[src/rtl/collatz_sweep.sv]
// collatz_sweep: walks a contiguous seed range through the byte-wide Collatz
// core and keeps the seed with the longest orbit, its length and path record.
module collatz_sweep #(
    parameter int unsigned SEED_BITS  = 32,
    parameter int unsigned COUNT_BITS = 16,
    parameter int unsigned TIMEOUT    = 1048575
) (
    input  logic                  clk,
    input  logic                  rst_n,
    input  logic                  start,
    input  logic [SEED_BITS-1:0]  seed_base,
    input  logic [COUNT_BITS-1:0] seed_count,
    output logic                  busy,
    output logic                  done,
    output logic [SEED_BITS-1:0]  best_seed,
    output logic [15:0]           best_len,
    output logic [63:0]           best_peak,
    output logic [COUNT_BITS-1:0] ovf_count,
    output logic [COUNT_BITS-1:0] tmo_count,
    output logic [7:0]            core_data,
    output logic [7:0]            core_ctrl,
    input  logic [7:0]            core_rdata,
    input  logic                  core_busy
);

    localparam int unsigned TMO_BITS  = $clog2(TIMEOUT + 1);
    localparam int unsigned STEP_BITS = 5;
    localparam logic [63:0] OVF_PEAK  = 64'h0000_0000_baad_f00d;

    typedef enum logic [3:0] {
        S_IDLE,
        S_CHECK,
        S_BASE,
        S_WRITE,
        S_GO,
        S_SETTLE,
        S_WAIT,
        S_READ,
        S_UPDATE,
        S_NEXT
    } state_t;

    state_t                  state, state_d;
    logic [STEP_BITS-1:0]    step, step_d;
    logic [TMO_BITS-1:0]     wait_cnt, wait_cnt_d;
    logic [SEED_BITS-1:0]    cur_seed, cur_seed_d;
    logic [COUNT_BITS-1:0]   remaining, remaining_d;
    logic [15:0]             len_base, len_base_d;
    logic [15:0]             rd_len, rd_len_d;
    logic [63:0]             rd_peak, rd_peak_d;
    logic                    busy_d, done_d;
    logic [SEED_BITS-1:0]    best_seed_d;
    logic [15:0]             best_len_d;
    logic [63:0]             best_peak_d;
    logic [COUNT_BITS-1:0]   ovf_count_d, tmo_count_d;
    logic [7:0]              core_data_d, core_ctrl_d;
    logic [2:0]              rd_pidx;
    logic [3:0]              ctl_byte;
    logic [15:0]             orbit_delta;
    logic [63:0]             seed_wide;

    // Path-record byte captured on the sample cycle of READ steps 4..19
    assign rd_pidx     = 3'(step[4:1] - 4'd2);
    assign orbit_delta = rd_len - len_base;
    assign seed_wide   = 64'(cur_seed);

    // Next-state, datapath updates and lookahead of the core pins for the next state
    always_comb begin
        state_d     = state;
        step_d      = step;
        wait_cnt_d  = wait_cnt;
        cur_seed_d  = cur_seed;
        remaining_d = remaining;
        len_base_d  = len_base;
        rd_len_d    = rd_len;
        rd_peak_d   = rd_peak;
        busy_d      = busy;
        done_d      = 1'b0;
        best_seed_d = best_seed;
        best_len_d  = best_len;
        best_peak_d = best_peak;
        ovf_count_d = ovf_count;
        tmo_count_d = tmo_count;
        core_data_d = 8'h00;
        core_ctrl_d = 8'h00;
        ctl_byte    = 4'd0;

        case (state)
            S_IDLE: begin
                if (start) begin
                    cur_seed_d  = seed_base;
                    remaining_d = seed_count;
                    best_seed_d = '0;
                    best_len_d  = '0;
                    best_peak_d = '0;
                    ovf_count_d = '0;
                    tmo_count_d = '0;
                    busy_d      = 1'b1;
                    state_d     = S_CHECK;
                end
            end
            S_CHECK: begin
                if (remaining == '0) begin
                    done_d  = 1'b1;
                    busy_d  = 1'b0;
                    state_d = S_IDLE;
                end else if (cur_seed < SEED_BITS'(3)) begin
                    state_d = S_NEXT;
                end else begin
                    step_d  = '0;
                    state_d = S_BASE;
                end
            end
            S_BASE: begin
                if (step[0]) begin
                    if (step[1]) len_base_d[15:8] = core_rdata;
                    else         len_base_d[7:0]  = core_rdata;
                end
                step_d = step + STEP_BITS'(1);
                if (step == STEP_BITS'(3)) begin
                    step_d  = '0;
                    state_d = S_WRITE;
                end
            end
            S_WRITE: begin
                step_d = step + STEP_BITS'(1);
                if (step == STEP_BITS'(7)) begin
                    step_d  = '0;
                    state_d = S_GO;
                end
            end
            S_GO: begin
                step_d  = '0;
                state_d = S_SETTLE;
            end
            S_SETTLE: begin
                step_d = step + STEP_BITS'(1);
                if (step == STEP_BITS'(1)) begin
                    wait_cnt_d = '0;
                    state_d    = S_WAIT;
                end
            end
            S_WAIT: begin
                if (!core_busy) begin
                    step_d  = '0;
                    state_d = S_READ;
                end else if (wait_cnt == TMO_BITS'(TIMEOUT - 1)) begin
                    tmo_count_d = tmo_count + COUNT_BITS'(1);
                    state_d     = S_NEXT;
                end else begin
                    wait_cnt_d = wait_cnt + TMO_BITS'(1);
                end
            end
            S_READ: begin
                if (step[0]) begin
                    if (step < STEP_BITS'(4)) begin
                        if (step[1]) rd_len_d[15:8] = core_rdata;
                        else         rd_len_d[7:0]  = core_rdata;
                    end else begin
                        rd_peak_d[{rd_pidx, 3'b000} +: 8] = core_rdata;
                    end
                end
                step_d = step + STEP_BITS'(1);
                if (step == STEP_BITS'(19)) begin
                    step_d  = '0;
                    state_d = S_UPDATE;
                end
            end
            S_UPDATE: begin
                if (rd_peak == OVF_PEAK) begin
                    ovf_count_d = ovf_count + COUNT_BITS'(1);
                end else if (orbit_delta > best_len) begin
                    best_seed_d = cur_seed;
                    best_len_d  = orbit_delta;
                    best_peak_d = rd_peak;
                end
                state_d = S_NEXT;
            end
            S_NEXT: begin
                cur_seed_d  = cur_seed + SEED_BITS'(1);
                remaining_d = remaining - COUNT_BITS'(1);
                state_d     = S_CHECK;
            end
            default: state_d = S_IDLE;
        endcase

        case (state_d)
            S_BASE: core_ctrl_d = {7'b000_0000, step_d[1]};
            S_WRITE: begin
                core_ctrl_d = {5'b1000_0, step_d[2:0]};
                core_data_d = 8'(seed_wide >> {step_d[2:0], 3'b000});
            end
            S_GO: core_ctrl_d = 8'h40;
            S_READ: begin
                ctl_byte = step_d[4:1] - 4'd2;
                if (step_d < STEP_BITS'(4)) core_ctrl_d = {7'b000_0000, step_d[1]};
                else                        core_ctrl_d = {5'b0001_0, ctl_byte[2:0]};
            end
            default: core_ctrl_d = 8'h00;
        endcase
    end

    // State and every output/datapath register
    always_ff @(posedge clk or negedge rst_n) begin
        if (!rst_n) begin
            state     <= S_IDLE;
            step      <= '0;
            wait_cnt  <= '0;
            cur_seed  <= '0;
            remaining <= '0;
            len_base  <= '0;
            rd_len    <= '0;
            rd_peak   <= '0;
            busy      <= 1'b0;
            done      <= 1'b0;
            best_seed <= '0;
            best_len  <= '0;
            best_peak <= '0;
            ovf_count <= '0;
            tmo_count <= '0;
            core_data <= '0;
            core_ctrl <= '0;
        end else begin
            state     <= state_d;
            step      <= step_d;
            wait_cnt  <= wait_cnt_d;
            cur_seed  <= cur_seed_d;
            remaining <= remaining_d;
            len_base  <= len_base_d;
            rd_len    <= rd_len_d;
            rd_peak   <= rd_peak_d;
            busy      <= busy_d;
            done      <= done_d;
            best_seed <= best_seed_d;
            best_len  <= best_len_d;
            best_peak <= best_peak_d;
            ovf_count <= ovf_count_d;
            tmo_count <= tmo_count_d;
            core_data <= core_data_d;
            core_ctrl <= core_ctrl_d;
        end
    end

endmodule
[config.mk]
export PLATFORM = sky130hd
export DESIGN_NAME = collatz_sweep
export DESIGN_NICKNAME = d
export VERILOG_FILES = /design/src/rtl/collatz_sweep.sv
export SDC_FILE = /design/constraint.sdc
export NUM_CORES = 1
export LEC_CHECK = 0
export CORE_ASPECT_RATIO = 1.1
export CORE_MARGIN = 2
export CORE_UTILIZATION = 45
export CTS_CLUSTER_SIZE = 14
export DETAILED_ROUTE_END_ITERATION = 8
export GPL_TIMING_DRIVEN = 0
export PLACE_DENSITY = 0.68
export RECOVER_POWER = 25
export SLEW_MARGIN = 0
export SYNTH_ARGS = -nofsm -noshare
export SYNTH_HDL_FRONTEND = slang
export SYNTH_SLANG_ARGS = --single-unit
[constraint.sdc]
create_clock -name clk -period 4.9 [get_ports clk]
set_input_delay 0.49 -clock clk [delete_from_list [all_inputs] [get_ports clk]]
set_output_delay 0.49 -clock clk [all_outputs]
set_load 0.05 [all_outputs]
# ---- Word-level counts from Yosys, hierarchy flattened
# Index checks and enable logic that the tools add are counted.
dict set report word_totals {
  regBits 335
  latchBits 0
  ram_bits 0
  romBits 0
  inputBits 60
  output_inout_bits 162
  word_cells 135
  mem_count 0
}
dict set report op_classes {
  n_addsub 10
  n_mul 0
  div 0
  n_lt_le_gt_ge 4
  eq_ne 28
  shift 3
  muxes 51
  bitwise 2
  n_reduce_logical 18
}
# op n
set op_table {}
lappend op_table {{$mux 64} 3}
lappend op_table {{$mux 32} 4}
lappend op_table {{$pmux 16 s2} 4}
lappend op_table {{$pmux 32 s2} 2}
lappend op_table {{$pmux 64 s2} 1}
lappend op_table {{$mux 16} 7}
lappend op_table {{$bwmux 64} 1}
lappend op_table {{$eq 64x32->1 const B} 1}
lappend op_table {{$shift 8x8->64 const A} 1}
lappend op_table {{$shiftx 8x8->64} 1}
lappend op_table {{$mux 20} 3}
lappend op_table {{$pmux 20 s2} 1}
lappend op_table {{$pmux 4 s10} 1}
lappend op_table {{$mux 4} 9}
lappend op_table {{$mux 5} 7}
lappend op_table {{$pmux 5 s7} 1}
lappend op_table {{$add 16x1->16 const B} 2}
lappend op_table {{$add 32x1->32 const B} 1}
lappend op_table {{$lt 32x2->1 const B} 1}
lappend op_table {{$pmux 8 s4} 1}
lappend op_table {{$shr 32x6->8} 1}
lappend op_table {{$eq 4x3->1 const B} 6}
lappend op_table {{$add 20x1->20 const B} 1}
lappend op_table {{$eq 20x20->1 const B} 1}
lappend op_table {{other kinds (25)} 55}

# ---- Logic depth before layout (Yosys ltp)
# Gate-level depths: netlist (run 1).
dict set report logic_depth {
  depth_word 7
  depth_mapped 21
  ltp_nobuf 18
}

# ---- Worst setup path after synthesis (run 1)
# No wires, ideal clock.
dict set report synth_path {
  path_kind {register to register}
  from {reg len_base[7]}
  to {reg best_len[0]}
  t_arrival_ns 4.053
  required_ns 4.833
  slack_ns 0.780
  path_stages_with_launch 20
  synth_period_minus_slack_ns 4.120
  cell_sequence {dfrtp_1 -> inv_1 -> ha_1 -> clkbuf_1 -> a2111oi_0 -> o211ai_1 -> nand3_1 -> a2111oi_0 -> or3_1 -> ha_1 -> nand2_1 -> or4_1 -> a21oi_1 -> a2111o_1 -> o31a_1 -> and2_1 -> clkbuf_1 -> clkbuf_1 -> clkbuf_1 -> a22o_1}
}
dict set report synth_via {
  elab_chain_len 4
}
# element line_no
set synth_rtl {}
lappend synth_rtl {{start: declaration} 48} ;# logic [15:0] len_base, len_base_d;
lappend synth_rtl {{start signal: assignment} 229} ;# len_base <= len_base_d;
lappend synth_rtl {{$sub 16x16->16} 64} ;# assign orbit_delta = rd_len - len_base;
lappend synth_rtl {{$gt 16x16->1} 172} ;# end else if (orbit_delta > best_len) begin
lappend synth_rtl {{$ne 2x2->1 (no line)} --}
lappend synth_rtl {{$reduce_and 4->1 (no line)} --}
lappend synth_rtl {{end signal: assignment} 235} ;# best_len <= best_len_d;
lappend synth_rtl {{end: declaration} 16} ;# output logic [15:0] best_len,
# No other way between the ends.
# A chain may end at the register's enable or synchronous reset.

# ---- Final worst setup path (run 1)
dict set report layout_path {
  from {reg rd_len[0]}
  to {reg best_len[13]}
}
dict set report layout_via {
  elab_chain_len 4
  word_cells_on_any_way 7
  cone_classes {add/sub: 1; order compare: 1; eq/ne: 1; mux: 3; reduce/logical: 1}
}
# element line_no
set layout_rtl {}
lappend layout_rtl {{start: declaration} 49} ;# logic [15:0] rd_len, rd_len_d;
lappend layout_rtl {{start signal: assignment} 230} ;# rd_len <= rd_len_d;
lappend layout_rtl {{$sub 16x16->16 *} 64}
lappend layout_rtl {{$gt 16x16->1 / $mux 16 (equally long branches)} 172}
lappend layout_rtl {{$ne 2x2->1 (no line) / $mux 16 (equally long branches)} --}
lappend layout_rtl {{$reduce_and 4->1 (no line) / $pmux 16 s2 (equally long branches)} --}
# Every way passes the cells marked *; elsewhere a longest branch is shown, timed or not. The select of a mux whose other input is x is not followed.

==> results of run 1 <==
[placed cells by master, fill, tap and decap left out, drive strengths merged, types with 4 or more instances in the layout]
master	instances
clkinv	7
or4	5
nor4b	5
nand2b	5
mux2i	19
a211oi	15
o21a	6
ha	48
a21o	5
nand3b	4
a21oi	56
and3	13
and2	9
o21ai	98
clkdlybuf4s50	210
nor4	27
nand4	22
a22o	114
and4	12
inv	56
clkbuf	108
nor2	128
buf	40
a311oi	11
mux2	45
nor3b	5
o211ai	13
nand3	57
nor2b	15
o311ai	10
xor2	15
nor3	21
a2111oi	8
o22ai	14
dfrtp	333
nand2	170
xnor2	34
nand4b	4
a31oi	5
or3	9
[layer usage]
metal | up-vias | track usage [%] | routed length [um]
li1 | 6137 | - | -
met1 | 6477 | 32.56 | 19280
met5 | - | 0 | 16
met4 | 2 | 9.086 | 1667
met3 | 94 | 4.901 | 3045
met2 | 456 | 38.13 | 20730
[how the worst max path moves through the flow]
stage           startpoint            end  cells after the start  slack (ns)
4_1_cts        len_base[7]   best_len[12]                     19       0.005
6_report         rd_len[0]   best_len[13]                     19        0.32
2_1_floorplan  len_base[7]    best_len[0]                     19        0.78
3_5_place_dp     rd_len[7]    best_len[0]                     19       -0.74
5_1_grt              rst_n  best_peak[20]                      2        0.04
3_3_place_gp         rst_n   remaining[3]                      1      -11.13
[cell type report]
cell class              instances  area [um^2]  share of cell area [%]
inverters                      56        210.2                   1.048
clock buffers                  57         1154                   5.754
repair buffers                215         2198                   10.97
clock inverters                 8        68.82                  0.3433
flip-flops and latches        333         8333                   41.57
plain buffers                  87        417.9                   2.085
well taps                     444        555.5                   2.771
multi-input cells            1071         7111                   35.47
[metrics by stage]
step	instances	util, %
2_1_floorplan	1549	-
3_3_place_gp	2204	53.17
3_5_place_dp	2207	53.42
4_1_cts	2273	56.98
5_1_grt	2271	57.06
6_report	2271	57.06
[critical path, stage by stage, from the launching register on]
cell and delay, ns:
dfrtp_1 0.38, inv_1 0.06, ha_1 0.14, inv_1 0.05, fa_1 0.39, a21oi_1 0.24, o211ai_1 0.20, nand3_1 0.16
a2111oi_0 0.10, or3_1 0.39, ha_1 0.29, nand2_1 0.07, or4_1 0.58, a21oi_2 0.18, a2111o_1 0.12, o31a_1 0.22
o21ai_2 0.13, buf_4 0.25, buf_2 0.24, a22o_1 0.26
[flip-flops by register name, indices dropped and copies added, names as in the netlist, 4 cells and up]
| register | cells |
|---|---|
| rd_peak | 64 |
| remaining | 16 |
| ovf_count | 16 |
| rd_len | 16 |
| tmo_count | 16 |
| step | 5 |
| wait_cnt | 20 |
| best_seed | 32 |
| cur_seed | 32 |
| core_ctrl | 6 |
| best_peak | 64 |
| len_base | 16 |
| state | 4 |
| best_len | 16 |
| core_data | 8 |
[synthesized netlist by cell type, types with 11 or more instances]
master    count
o211ai_1     13
and4_1       12
nand3_1      57
ha_1         48
o21ai_0      97
nor3_1       20
xor2_1       15
o22ai_1      13
and3_1       13
clkbuf_1     50
a311oi_1     11
dfrtp_1     333
mux2i_1      19
inv_1        54
a22o_1      114
buf_2        12
a21oi_1      56
a211oi_1     15
xnor2_1      34
mux2_2       44
nor4_1       25
nand4_1      22
buf_1        21
nor2b_1      15
nand2_1     170
nor2_1      128
[repair_timing]
| item | CTS | global route |
|---|---|---|
| hold buffers | 1 | 0 |
| resized for setup | 12 | 21 |
| pin swaps | 0 | 2 |
| buffers inserted | 0 | 0 |
| endpoints found under the hold margin | 70 | 0 |
| endpoints found under the setup margin | 92 | 112 |
[power by group through the flow]
stage | clock (mW) | sequential, mW | combinational (mW)
after detailed placement | 0 | 3.82 | 4.21
after floorplan | 0 | 3.77 | 3.02
after global routing | 2.93 | 3.85 | 4.81
after CTS | 2.81 | 3.77 | 4.25
final | 2.76 | 3.79 | 4.31
after global placement | 0 | 3.80 | 4.12
[logic make-up (layout without fill, tap and decap cells)]
| family | count (synthesis) | in the layout | share of synthesized area, % |
|---|---|---|---|
| adders and majority gates | 49 | 49 | 3.876 |
| AOI/OAI and AO/OA | 386 | 386 | 17.08 |
| DFF | 333 | 333 | 52.05 |
| buffers and inverters | 145 | 423 | 3.775 |
| xor gates and xnor gates | 49 | 49 | 2.681 |
| other | 1 | 2 | 0.02342 |
| muxes | 64 | 64 | 4.376 |
| and+or+nand+nor | 521 | 521 | 16.15 |
==> metrics.md, run 1 <==
| Metric | Value |
|---|---|
| Synth top area share | `52.05%` |
| Avg Inst Size Synth | `10.34 um^2` |
| Share of cells above drive strength 1 | `8.758%` |
| Setup TNS | `0 ns` |
| Endpoints failing setup | `0` |
| Ant diodes | `0` |
| Outcome | `finished with violations` |
| Worst Hold Class | `in -> reg` |
| CP required | `5.29 ns` |
| Worst Skew | `0.02308 ns` |
| Reg power frac | `34.9%` |
| CTS Sinks | `333` |
| Placed instance area | `18770 um^2` |
| Fin Hold WS | `0.4769 ns` |
| Endpoints failing hold | `0` |
| Synthesized cell area | `16010 um^2` |
| Reg2reg path depth | `19` |
| Final Critical Period | `4.582 ns` |
| Power after layout | `10.86 mW` |
| Design area | `20050 um^2` |
| Sw Pwr | `4.199 mW` |
| Clock Power Share | `25.4%` |
| Die Wd | `183.8 um` |
| Clock-pin slew on the worst setup and hold paths | `0.06 ns` |
| Slew Limit Fails | `71` |
| Clk Latency, worst-skew pair | `0.52 ns` |
| CTS Buf Count | `37` |
| Lkg Pwr | `8.738 nW` |
| Global route total overflow | `0` |
| DRT iter0 DRCs | `917` |
| First-pass GRT wire length | `70.57 mm` |
| Hold-critical path endpoint | `rd_peak[39]` |
| Synth Warn # | `0` |
| Final nets | `1910` |
| Hold path depth | `3` |
| Row count | `72` |
| FF-to-FF setup slack | `0.32 ns` |
| Max-slew headroom | `-162.9%` |
| Routability cong. | `0.8860` |
| Crit Path Class | `reg -> reg` |
| Reg-to-Reg Start | `rd_len[0]` |
| Vias in the first global route | `12806` |
| Worst EP arrival | `4.97 ns` |
| Mapped Cells | `1548` |
| Sequential-to-total area share from yosys stat | `52.05%` |
| WL final | `44.74 mm` |
| Dpl hpwl | `32.61 mm` |
| Reg-to-reg critical path endpoint | `best_len[13]` |
| Drt wl/cell | `19.70 um` |
| Violated checks | `max-capacitance violations, max-slew violations` |
| Nature of the critical path endpoint | `register` |
| Filler instances | `3048` |
| Fraction of registers with async set/reset | `100.0%` |
| Register bit total from synthesis | `333` |
| Hold Startpoint | `core_rdata[7]` |
| PD cells | `541.5 nW/um^2` |
| Worst vdd ir | `0.2613 mV` |
| Maximum capacitance violations | `1` |
| Synth cell types | `81` |
| RSZ-0062 raised after global routing | `no` |
| Peak fanout along the critical path | `10` |
| DR pass1 iterations | `7` |
| Antenna viol nets, final | `0` |
| Die H | `201.8 um` |
| Peak Freq | `0.2183 GHz` |
| Final worst path period share | `93.50%` |
| Area grow syn2layout | `25.22%` |
| DR vias/cell | `5.797` |
| I/O Buffers | `211` |
| Gr usage total | `24.02%` |
| Via count | `13166` |
| Initial antenna violation count | `1` |
| Min setup slack post-route | `0.3183 ns` |
| H-tree levels | `2` |
| DRC violations left | `0` |
| Ports | `222` |
| Largest net degree at the start of global routing | `113` |
| Root cell of the clock tree | `clkbuf_16` |
| Starting density of the core | `45.57%` |
| Internal Power | `6.656 mW` |
| Worst Setup Start Kind | `register` |
| Longest Clk Path Bufs | `3` |
| Pre-CTS setup slack | `-0.7380 ns` |
| Tightest Pin Transition | `3.943 ns` |
| Comb power frac | `39.7%` |
| Top_reg_cell synth | `dfrtp_1` |
| EDFF count, synth | `0` |
| CTS tree | `yes` |
| Largest area contributor in the netlist | `dfrtp_1` |
| Switch share | `38.68%` |
| Core ar. | `35130 um^2` |
| Top post-synthesis cells by area | `dfrtp_1 52%, a22o_1 6.2%, nand2_1 4.0%` |
| Die area | `37110 um^2` |
Note: power is estimated with default switching activity, not from simulation.
==> run 2, diff against run 1 <==
- CORE_UTILIZATION: 45 -> 35
- PLACE_DENSITY: 0.68 -> unset
==> run 2 against run 1 <==
Net effect: the flow still finishes with violations (max-capacitance violations, max-slew violations); combinational power increased by 1%; worst setup slack got worse by 0.060 ns; cell count increased by 6.3%; sequential share of layout area decreased by 0.31 points; global-route usage decreased by 4.0 points; critical path depth decreased by 1; fmax decreased by 1.3%; clock skew about the same; power increased by 1.0%; critical path type unchanged; critical endpoint is now best_len[11]; largest cell class unchanged; largest power group unchanged; highest routed layer unchanged.
==> metrics.md, run 2 (synthesized netlist as in run 1, its figures left out) <==
| Metric | Value |
|---|---|
| Cells after DPL | `2351 (was 2207)` |
| Area grow syn2layout | `26.15% (was 25.22%)` |
| Routability cong. | `0.8734 (was 0.8860)` |
| Ant diodes | `0 (unchanged)` |
| Worst EP arrival | `5.07 ns (was 4.97 ns)` |
| Placed instance area | `18950 um^2 (was 18770 um^2)` |
| H-tree levels | `2 (unchanged)` |
| Worst Setup Start Kind | `register (unchanged)` |
| Finished Core Util | `44.54% (was 57.06%)` |
| CTS tree | `yes (unchanged)` |
| Max-slew headroom | `-102.0% (was -162.9%)` |
| Most common cell after layout, fill and taps aside | `dfrtp_1 (unchanged)` |
| Die H | `228.3 um (was 201.8 um)` |
| Gr usage total | `20.04% (was 24.02%)` |
| Nature of the critical path endpoint | `register (unchanged)` |
| Antenna viol nets, final | `0 (unchanged)` |
| Dpl hpwl | `35.05 mm (was 32.61 mm)` |
| Endpoints failing setup | `0 (unchanged)` |
| Final Critical Period | `4.642 ns (was 4.582 ns)` |
| Die Wd | `207.9 um (was 183.8 um)` |
| Endpoints failing hold | `0 (unchanged)` |
| Maximum capacitance violations | `1 (unchanged)` |
| Ports | `222 (unchanged)` |
| Core ar. | `45350 um^2 (was 35130 um^2)` |
| RSZ-0062 raised after global routing | `no (unchanged)` |
| Biggest registers after layout | `best_peak: 64 flops, rd_peak: 64 flops (unchanged)` |
| Global route total overflow | `0 (unchanged)` |
| Layout Cells excl Fill | `2413 (was 2271)` |
| Crit Path Class | `reg -> reg (unchanged)` |
| Row count | `82 (was 72)` |
| PD cells | `543.1 nW/um^2 (was 541.5 nW/um^2)` |
| CTS Sinks | `333 (unchanged)` |
| Lkg Pwr | `8.720 nW (was 8.738 nW)` |
| Outcome | `finished with violations (unchanged)` |
| Clk Latency, worst-skew pair | `0.56 ns (was 0.52 ns)` |
| DR pass1 iterations | `5 (was 7)` |
| DRC violations left | `0 (unchanged)` |
| Starting density of the core | `35.31% (was 45.57%)` |
| Initial antenna violation count | `2 (was 1)` |
| DR vias/cell | `5.461 (was 5.797)` |
| Design area | `20200 um^2 (was 20050 um^2)` |
| Longest Clk Path Bufs | `3 (unchanged)` |
| Post-CTS Setup Bufs | `0 (unchanged)` |
| Worst Skew | `0.02308 ns (about the same)` |
| CTS Buf Count | `38 (was 37)` |
| DRT iter0 DRCs | `820 (was 917)` |
| Violated checks | `max-capacitance violations, max-slew violations (unchanged)` |
| Peak fanout along the critical path | `10 (unchanged)` |
| Die area | `47470 um^2 (was 37110 um^2)` |
| Vias in the first global route | `13280 (was 12806)` |
| Worst Hold Class | `in -> reg (unchanged)` |
| Worst vdd ir | `0.2186 mV (was 0.2613 mV)` |
| Root cell of the clock tree | `clkbuf_16 (unchanged)` |
| Tightest Pin Transition | `3.030 ns (was 3.943 ns)` |
| Final nets | `1911 (was 1910)` |
| Largest net degree at the start of global routing | `107 (was 113)` |
| Most frequent cells in the layout | `333 x dfrtp_1, 210 x clkdlybuf4s50_1, 170 x nand2_1 (unchanged)` |
| Via count | `13177 (was 13166)` |
| WL final | `48.04 mm (was 44.74 mm)` |
| Clock-pin slew on the worst setup and hold paths | `0.06 ns (about the same)` |
| CP required | `5.33 ns (was 5.29 ns)` |
| Peak Freq | `0.2154 GHz (was 0.2183 GHz)` |
| First-pass GRT wire length | `75.96 mm (was 70.57 mm)` |
| Slew Limit Fails | `54 (was 71)` |
| Final worst path period share | `94.73% (was 93.50%)` |
| Share of cells above drive strength 1 | `8.712% (was 8.758%)` |
| I/O Buffers | `211 (unchanged)` |
| Drt wl/cell | `19.91 um (was 19.70 um)` |
-- run 2: cell types whose count changed in the layout (fill, tap and decap cells not counted), sizes merged --
cell	previous run	this run
buf	40	36
clkbuf	108	105
clkinv	7	10
bufinv	1	2
inv	56	57
-- run 2: where the power goes --
| group | switching [mW] | internal (mW) |
|---|---|---|
| logic | 2.64 | 1.73 |
| clock network | 1.16 | 1.65 |
| registers | 0.533 | 3.25 |
-- run 2: through the flow --
stage               total power, mW  hold slack (ns)  setup slack, ns  TNS [ns]
floorplan                     6.794           0.1944           0.7796         0
global placement              8.008           0.4899           -11.47  -3852.98
detailed placement            8.102           0.4390          -0.7834    -44.54
CTS                           10.99           0.4414         0.006399         0
global route                  11.72           0.5199          0.02778         0
finish                        10.97           0.4858           0.2583         0
-- run 2: worst paths after layout --
kind	endpoint	slack, ns	startpoint	cells past startpoint
min reg2reg	best_peak[2]	0.50	best_peak[2]	1
max	best_len[11]	0.26	len_base[6]	18
max reg2reg	best_len[11]	0.26	len_base[6]	18
min in group asynchronous	core_ctrl[6]	1.49	rst_n	2
max in group asynchronous	best_peak[10]	0.75	rst_n	3
min	remaining[9]	0.49	seed_count[9]	3
-- run 2: area by class of cell --
class                   count  area (um^2)
flip-flops and latches    333         8333
clock buffers              50         1076
multi-input cells        1071         7097
well taps                 588        735.7
inverters                  56        210.2
plain buffers              87        425.4
repair buffers            215         2178
fillers                  4320        25150
clock inverters            13        141.4
-- run 2: per-layer routing --
metal | routed length [um] | global-route usage (%) | vias up
met5 | 26 | 0 | -
met4 | 1233 | 6.538 | 4
met1 | 20720 | 26.24 | 6548
li1 | - | - | 6159
met3 | 2858 | 3.957 | 73
met2 | 23210 | 33.34 | 393
-- run 2: timing repair --
action | 4_1_cts | 5_1_grt
pin swaps | 0 | 1
hold endpoints to repair | 52 | 0
hold buffers | 1 | 0
endpoints found under the setup margin | 92 | 110
resized for setup | 15 | 13
-- run 2: critical path, stage by stage (launching register included) --
cell and delay [ns]:
dfrtp_1 0.35, inv_1 0.05, ha_1 0.38, a21o_1 0.22, a211oi_1 0.29, o21ai_0 0.20, a211oi_2 0.33, nor3_1 0.09
a311oi_1 0.36, ha_1 0.21, nand3_1 0.09, or4_1 0.53, a21oi_2 0.17, a2111o_1 0.11, o31a_1 0.24, o21ai_2 0.16
clkbuf_8 0.25, buf_2 0.22, a22o_1 0.26
==> run 3, diff against run 2 <==
- CORE_ASPECT_RATIO: 1.1 -> 0.8
==> run 3 against run 2 <==
Net effect: the run still ends with max-capacitance violations, max-slew violations left; sequential power about the same; combinational power grew 2%; count of clock-buffer cells in the layout up 9; power down 0.41%; die area hardly changed; worst hold slack worse by 0.0092 ns; sequential share of layout area up 0.10 points; via count grew 0.76%; non-clock buffer count stayed put; clock skew up 0.0044 ns; first-iteration DRC count rose by 15%.
==> metrics.md, run 3 (synthesized netlist as in run 1, its figures left out) <==
| Metric | Value |
|---|---|
| Outcome | `finished with violations (unchanged)` |
| Violated checks | `max-capacitance violations, max-slew violations (unchanged)` |
| Final nets | `1910 (was 1911)` |
| CP required | `5.33 ns (about the same)` |
| Final worst path period share | `93.98% (was 94.73%)` |
| Hold path depth | `3 (unchanged)` |
| CTS Buf Count | `37 (was 38)` |
| Final Critical Period | `4.605 ns (was 4.642 ns)` |
| Longest Clk Path Bufs | `3 (unchanged)` |
| Nature of the critical path endpoint | `register (unchanged)` |
| DR pass1 iterations | `5 (unchanged)` |
| First-pass GRT wire length | `76.25 mm (was 75.96 mm)` |
| Slew Limit Fails | `114 (was 54)` |
| H-tree levels | `2 (unchanged)` |
| DRC violations left | `0 (unchanged)` |
| DR vias/cell | `5.444 (was 5.461)` |
| DRT iter0 DRCs | `940 (was 820)` |
| Gr usage total | `20.34% (was 20.04%)` |
| Lkg Pwr | `8.672 nW (was 8.720 nW)` |
| Clock-pin slew on the worst setup and hold paths | `0.06 ns (about the same)` |
| Share of cells above drive strength 1 | `8.484% (was 8.712%)` |
| Grt met1 use | `30.30% (was 26.24%)` |
| WL final | `48.84 mm (was 48.04 mm)` |
| Global route total overflow | `0 (unchanged)` |
| Critical path's slowest cell | `or4_1 (unchanged)` |
| Peak fanout along the critical path | `10 (unchanged)` |
| Worst stage delay on the critical path | `0.54 ns (was 0.53 ns)` |
| Maximum capacitance violations | `1 (unchanged)` |
| Peak Freq | `0.2172 GHz (was 0.2154 GHz)` |
| GR Util met3 | `4.412% (was 3.957%)` |
| Worst path cell trace | `inv_1 > ha_1 > a21o_1 > a211oi_1 > o21ai_1 > a211oi_2 > nor3_1 > a311oi_2 > ha_1 > nand3_1 > or4_1 > a21oi_2 > a2111o_1 > o31a_1 > o21ai_1 > clkbuf_8 > buf_2 > a22o_1 (was inv_1 > ha_1 > a21o_1 > a211oi_1 > o21ai_0 > a211oi_2 > nor3_1 > a311oi_1 > ha_1 > nand3_1 > or4_1 > a21oi_2 > a2111o_1 > o31a_1 > o21ai_2 > clkbuf_8 > buf_2 > a22o_1)` |
| Worst Setup Start Kind | `register (unchanged)` |
| Area grow syn2layout | `25.84% (was 26.15%)` |
| Most utilized layer in the global route result | `met1 (was met2)` |
| Core ar. | `45460 um^2 (was 45350 um^2)` |
| Reg2reg path depth | `18 (unchanged)` |
| Worst EP arrival | `5.03 ns (was 5.07 ns)` |
| Most frequent cells in the layout | `333 x dfrtp_1, 210 x clkdlybuf4s50_1, 170 x nand2_1 (unchanged)` |
| Placed instance area | `18950 um^2 (about the same)` |
| Worst Skew | `0.02745 ns (was 0.02308 ns)` |
| Drt wl/cell | `20.02 um (was 19.91 um)` |
| Finished Core Util | `44.32% (was 44.54%)` |
| Post-CTS Hold Buffers | `0 (was 1)` |
| Max-slew headroom | `-93.28% (was -102.0%)` |
| Fin Hold WS | `0.4766 ns (was 0.4858 ns)` |
| Initial antenna violation count | `0 (was 2)` |
| Clk Latency, worst-skew pair | `0.56 ns (about the same)` |
| Setup TNS | `0 ns (unchanged)` |
| Antenna viol nets, final | `0 (unchanged)` |
| CTS Sinks | `333 (unchanged)` |
| Ant diodes | `0 (unchanged)` |
| Via count | `13277 (was 13177)` |
| Most common cell after layout, fill and taps aside | `dfrtp_1 (unchanged)` |
| Worst Hold Class | `in -> reg (unchanged)` |
| Met2 Use GR | `29.61% (was 33.34%)` |
| Design area | `20150 um^2 (was 20200 um^2)` |
| Die area | `47480 um^2 (was 47470 um^2)` |
| Row count | `70 (was 82)` |
| Tightest Pin Transition | `2.899 ns (was 3.030 ns)` |
| Dpl hpwl | `35.05 mm (about the same)` |
| Crit Path Class | `reg -> reg (unchanged)` |
| Largest net degree at the start of global routing | `116 (was 107)` |
| Worst vdd ir | `0.3247 mV (was 0.2186 mV)` |
| Biggest registers after layout | `best_peak: 64 flops, rd_peak: 64 flops (unchanged)` |
| Die Wd | `243.1 um (was 207.9 um)` |
| Die H | `195.3 um (was 228.3 um)` |
| I/O Buffers | `211 (unchanged)` |
| PD cells | `542.1 nW/um^2 (was 543.1 nW/um^2)` |
| Endpoints failing setup | `0 (unchanged)` |
| Routability cong. | `0.8788 (was 0.8734)` |
| Root cell of the clock tree | `clkbuf_16 (unchanged)` |
| Ports | `222 (unchanged)` |
| Vias in the first global route | `13005 (was 13280)` |
| Endpoints failing hold | `0 (unchanged)` |
| Starting density of the core | `35.22% (was 35.31%)` |
| CTS tree | `yes (unchanged)` |
-- run 3: cell count changes in the layout (fill, tap and decap cells not counted), moves of 2 or more --
cell | previous run | this run
clkbuf_2 | 8 | 10
clkbuf_8 | 10 | 6
clkinv_2 | 6 | 4
a21oi_1 | 55 | 53
clkinv_4 | 2 | 0
o21ai_1 | 0 | 2
a21oi_2 | 1 | 3
clkbuf_4 | 3 | 5
inv_6 | 2 | 0
clkbuf_1 | 46 | 56
-- run 3: final cells by class --
| cell class | instances | area [um^2] |
|---|---|---|
| plain buffers | 88 | 435.4 |
| clock buffers | 59 | 1080 |
| clock inverters | 6 | 66.31 |
| fillers | 4246 | 25310 |
| inverters | 56 | 210.2 |
| multi-input cells | 1071 | 7108 |
| flip-flops and latches | 333 | 8333 |
| well taps | 612 | 765.7 |
| repair buffers | 214 | 2150 |
-- run 3: timing repair --
action | 4_1_cts | 5_1_grt
setup buffers | 0 | 1
gates resized for setup | 16 | 24
setup endpoints to repair | 102 | 112
pin swaps | 0 | 3
-- run 3: power breakdown --
group | internal [mW] | switching [mW] | total, mW | leakage (nW)
clock network | 1.56 | 1.14 | 2.71 | 0.560
registers | 3.25 | 0.524 | 3.78 | 4.17
logic | 1.76 | 2.68 | 4.44 | 3.95
total | 6.57 | 4.35 | 10.9 | 8.67
-- run 3: path summary, 6_finish.rpt --
path / slack, ns / to / from
setup / recovery: 0.30 / best_len[12] / len_base[6]
hold / removal: 0.48 / rd_peak[33] / core_rdata[1]
setup reg to reg: 0.30 / best_len[12] / len_base[6]
hold reg to reg: 0.50 / best_seed[9] / best_seed[9]
max in group asynchronous: 1.28 / cur_seed[30] / rst_n
min in group asynchronous: 0.84 / best_peak[22] / rst_n
-- run 3: per-stage QoR --
step	total power, mW	worst slack, ns	instances
2_1_floorplan	6.794	0.7796	1549
3_3_place_gp	8.006	-11.33	2372
3_5_place_dp	8.090	-0.6887	2374
4_1_cts	10.87	0.004343	2439
5_1_grt	11.73	-0.03771	2439
6_report	10.92	0.2952	2439
-- run 3: layer usage --
layer  share of wire (%)  vias up
met1                  49     6671
met4                 2.3        0
li1                    -     6152
met5                   0        -
met2                  43      390
met3                 5.9       64
-- run 3: critical path, delay by kind of cell, from the launching register on --
family,cells,cell delay [ns]
compound gates,10,2.28
simple gates,3,0.75
fa+ha+maj,2,0.57
buf+inv,3,0.53
flops,1,0.34
==> RTL change: new RTL, config.mk and constraints of run 1 <==
Add an input register stage for `seed_count`; this delays it by one clock. The other inputs are not delayed to match.
--- a/src/rtl/collatz_sweep.sv
+++ b/src/rtl/collatz_sweep.sv
@@ -40,6 +40,12 @@
         S_NEXT
     } state_t;
 
+    logic [COUNT_BITS-1:0] seed_count_q;
+
+    always_ff @(posedge clk) begin
+        seed_count_q <= seed_count;
+    end
+
     state_t                  state, state_d;
     logic [STEP_BITS-1:0]    step, step_d;
     logic [TMO_BITS-1:0]     wait_cnt, wait_cnt_d;
@@ -89,7 +95,7 @@
             S_IDLE: begin
                 if (start) begin
                     cur_seed_d  = seed_base;
-                    remaining_d = seed_count;
+                    remaining_d = seed_count_q;
                     best_seed_d = '0;
                     best_len_d  = '0;
                     best_peak_d = '0;
Check against the original RTL: not equivalent (Yosys sat finds a counterexample within 4 cycles, from zero or initial values and one cycle with rst_n low).
==> RTL change against run 1 <==
The flow still finishes with violations (max-capacitance violations, max-slew violations); worst setup slack better by 26 ps; total power up 4.0%; wire length up 3.9%; sequential cell count is 16 higher; critical endpoint is now best_seed[11]$_DFFE_PN0P_; sequential power grew 4%; final area increased by 1.6%; synthesized cell count is essentially flat; synthesized area is 1.9% higher; critical path type unchanged.
==> RTL change: results (changes against run 1) <==
| Parameter | Reported | Unit | vs run 1 |
| --- | --- | --- | --- |
| Result of the run | complete, but fails checks | - |  |
| Failing checks | max-capacitance violations, max-slew violations | - |  |
| Number of DRC markers in iteration 0 | 1,164 | - | +27% |
| Wire length per cell after detailed routing | 20.1 | µm | +1.8% |
| Final Slew Violations | 338 | - | +380% |
| Routability congestion estimate from global placement | 0.885 | - | -0.10% |
| Post-synthesis share of cell area spent on full adders, half adders and majority gates | 0.0380 | - | -0.000719 |
| Xor and xnor area share after synthesis | 0.0285 | - | +0.00165 |
| Synth Area per Inst | 10.5 | µm² | +1.8% |
| Largest net degree at the start of global routing | 118 | - | +4.4% |
| Proportion of synthesized area in mux cells | 0.0420 | - | -0.00173 |
| Post-Place Cell Area | 19,100 | µm² | +1.8% |
| Power in sequential cells | 0.00396 | W | +4% |
| Clock network fraction of total power | 0.263 | - | +0.009 |
| First-pass GRT wire length | 72,100 | µm | +2.2% |
| Register area share after synthesis | 0.530 | - | +0.00997 |
| Overall via count from detail_route | 13,300 | - | +1.2% |
| Longest individual stage delay on the worst path | 470 | ps | -110 ps |
| Number of detailed-route iterations in the first pass | 5 | - | -2 |
| Top cells by instance count after synthesis | 333 x sky130_fd_sc_hd__dfrtp_1, 173 x sky130_fd_sc_hd__nand2_1, 128 x sky130_fd_sc_hd__nor2_1, 113 x sky130_fd_sc_hd__a22o_1, 87 x sky130_fd_sc_hd__o21ai_0 | - |  |
| Share of final-layout standard cells stronger than drive strength 1 | 0.0885 | - | +0.000949 |
| Leakage Power | 8.90 | nW | +1.9% |
| Net switching power figure | 0.00439 | W | +4.6% |
| Combined global-route utilization of all metal layers | 0.245 | - | +0.00453 |
| Max-Cap Viols | 3 | - | +2 |
| Worst path slowest cell | sky130_fd_sc_hd__or3_1 | - |  |
| Share of the synthesized area in compound gates (AO/OA/AOI/OAI) | 0.169 | - | -0.00187 |
| Met2 layer wire length in the routed design | 22,000 | µm | +6.0% |
| Post-placement worst setup slack | 149 | ps | +887 ps |
| Pin slew with the least headroom to its limit | 2580 | ps | -1360 ps |
| FILL cells | 3,063 | - | +0.49% |
| Half-perimeter wire length after detailed placement | 33,400 | µm | +2.3% |
## RTL change: cell types whose count changed after synthesis, moves of 7 or more
| cell | before | now |
|---|---|---|
| sky130_fd_sc_hd__nand3_1 | 57 | 47 |
| sky130_fd_sc_hd__clkbuf_1 | 50 | 43 |
| sky130_fd_sc_hd__o21ai_0 | 97 | 87 |
| sky130_fd_sc_hd__xor2_1 | 15 | 25 |
| sky130_fd_sc_hd__and3_1 | 13 | 21 |
| sky130_fd_sc_hd__buf_6 | 0 | 10 |
| sky130_fd_sc_hd__buf_1 | 21 | 14 |
| sky130_fd_sc_hd__dfxtp_1 | 0 | 16 |
| sky130_fd_sc_hd__a21oi_1 | 56 | 47 |
## RTL change: area by class of cell
type | instances | area [µm²] | share of cell area
Clock buffer | 55 | 1130 | 0.0553
Buffer | 88 | 452 | 0.0222
Inverter | 58 | 218 | 0.0107
Timing Repair Buffer | 213 | 2120 | 0.104
Sequential cell | 349 | 8650 | 0.425
Multi-Input combinational cell | 1055 | 7020 | 0.344
Clock inverter | 12 | 166 | 0.00817
Tap cell | 487 | 609 | 0.0299
Antenna cell | 1 | 2.50 | 0.000123
## RTL change: worst paths after layout
check | endpoint | slack [ps] | depth (start not counted)
max in group asynchronous | best_seed[21]$_DFFE_PN0P_ | 1260 | 2
hold reg to reg | remaining[4]$_DFFE_PN0P_ | 480 | 1
min in group asynchronous | best_len[2]$_DFFE_PN0P_ | 720 | 1
setup / recovery | best_seed[11]$_DFFE_PN0P_ | 340 | 21
hold / removal | rd_peak[32]$_DFFE_PN0P_ | 450 | 3
setup reg to reg | best_seed[11]$_DFFE_PN0P_ | 340 | 21
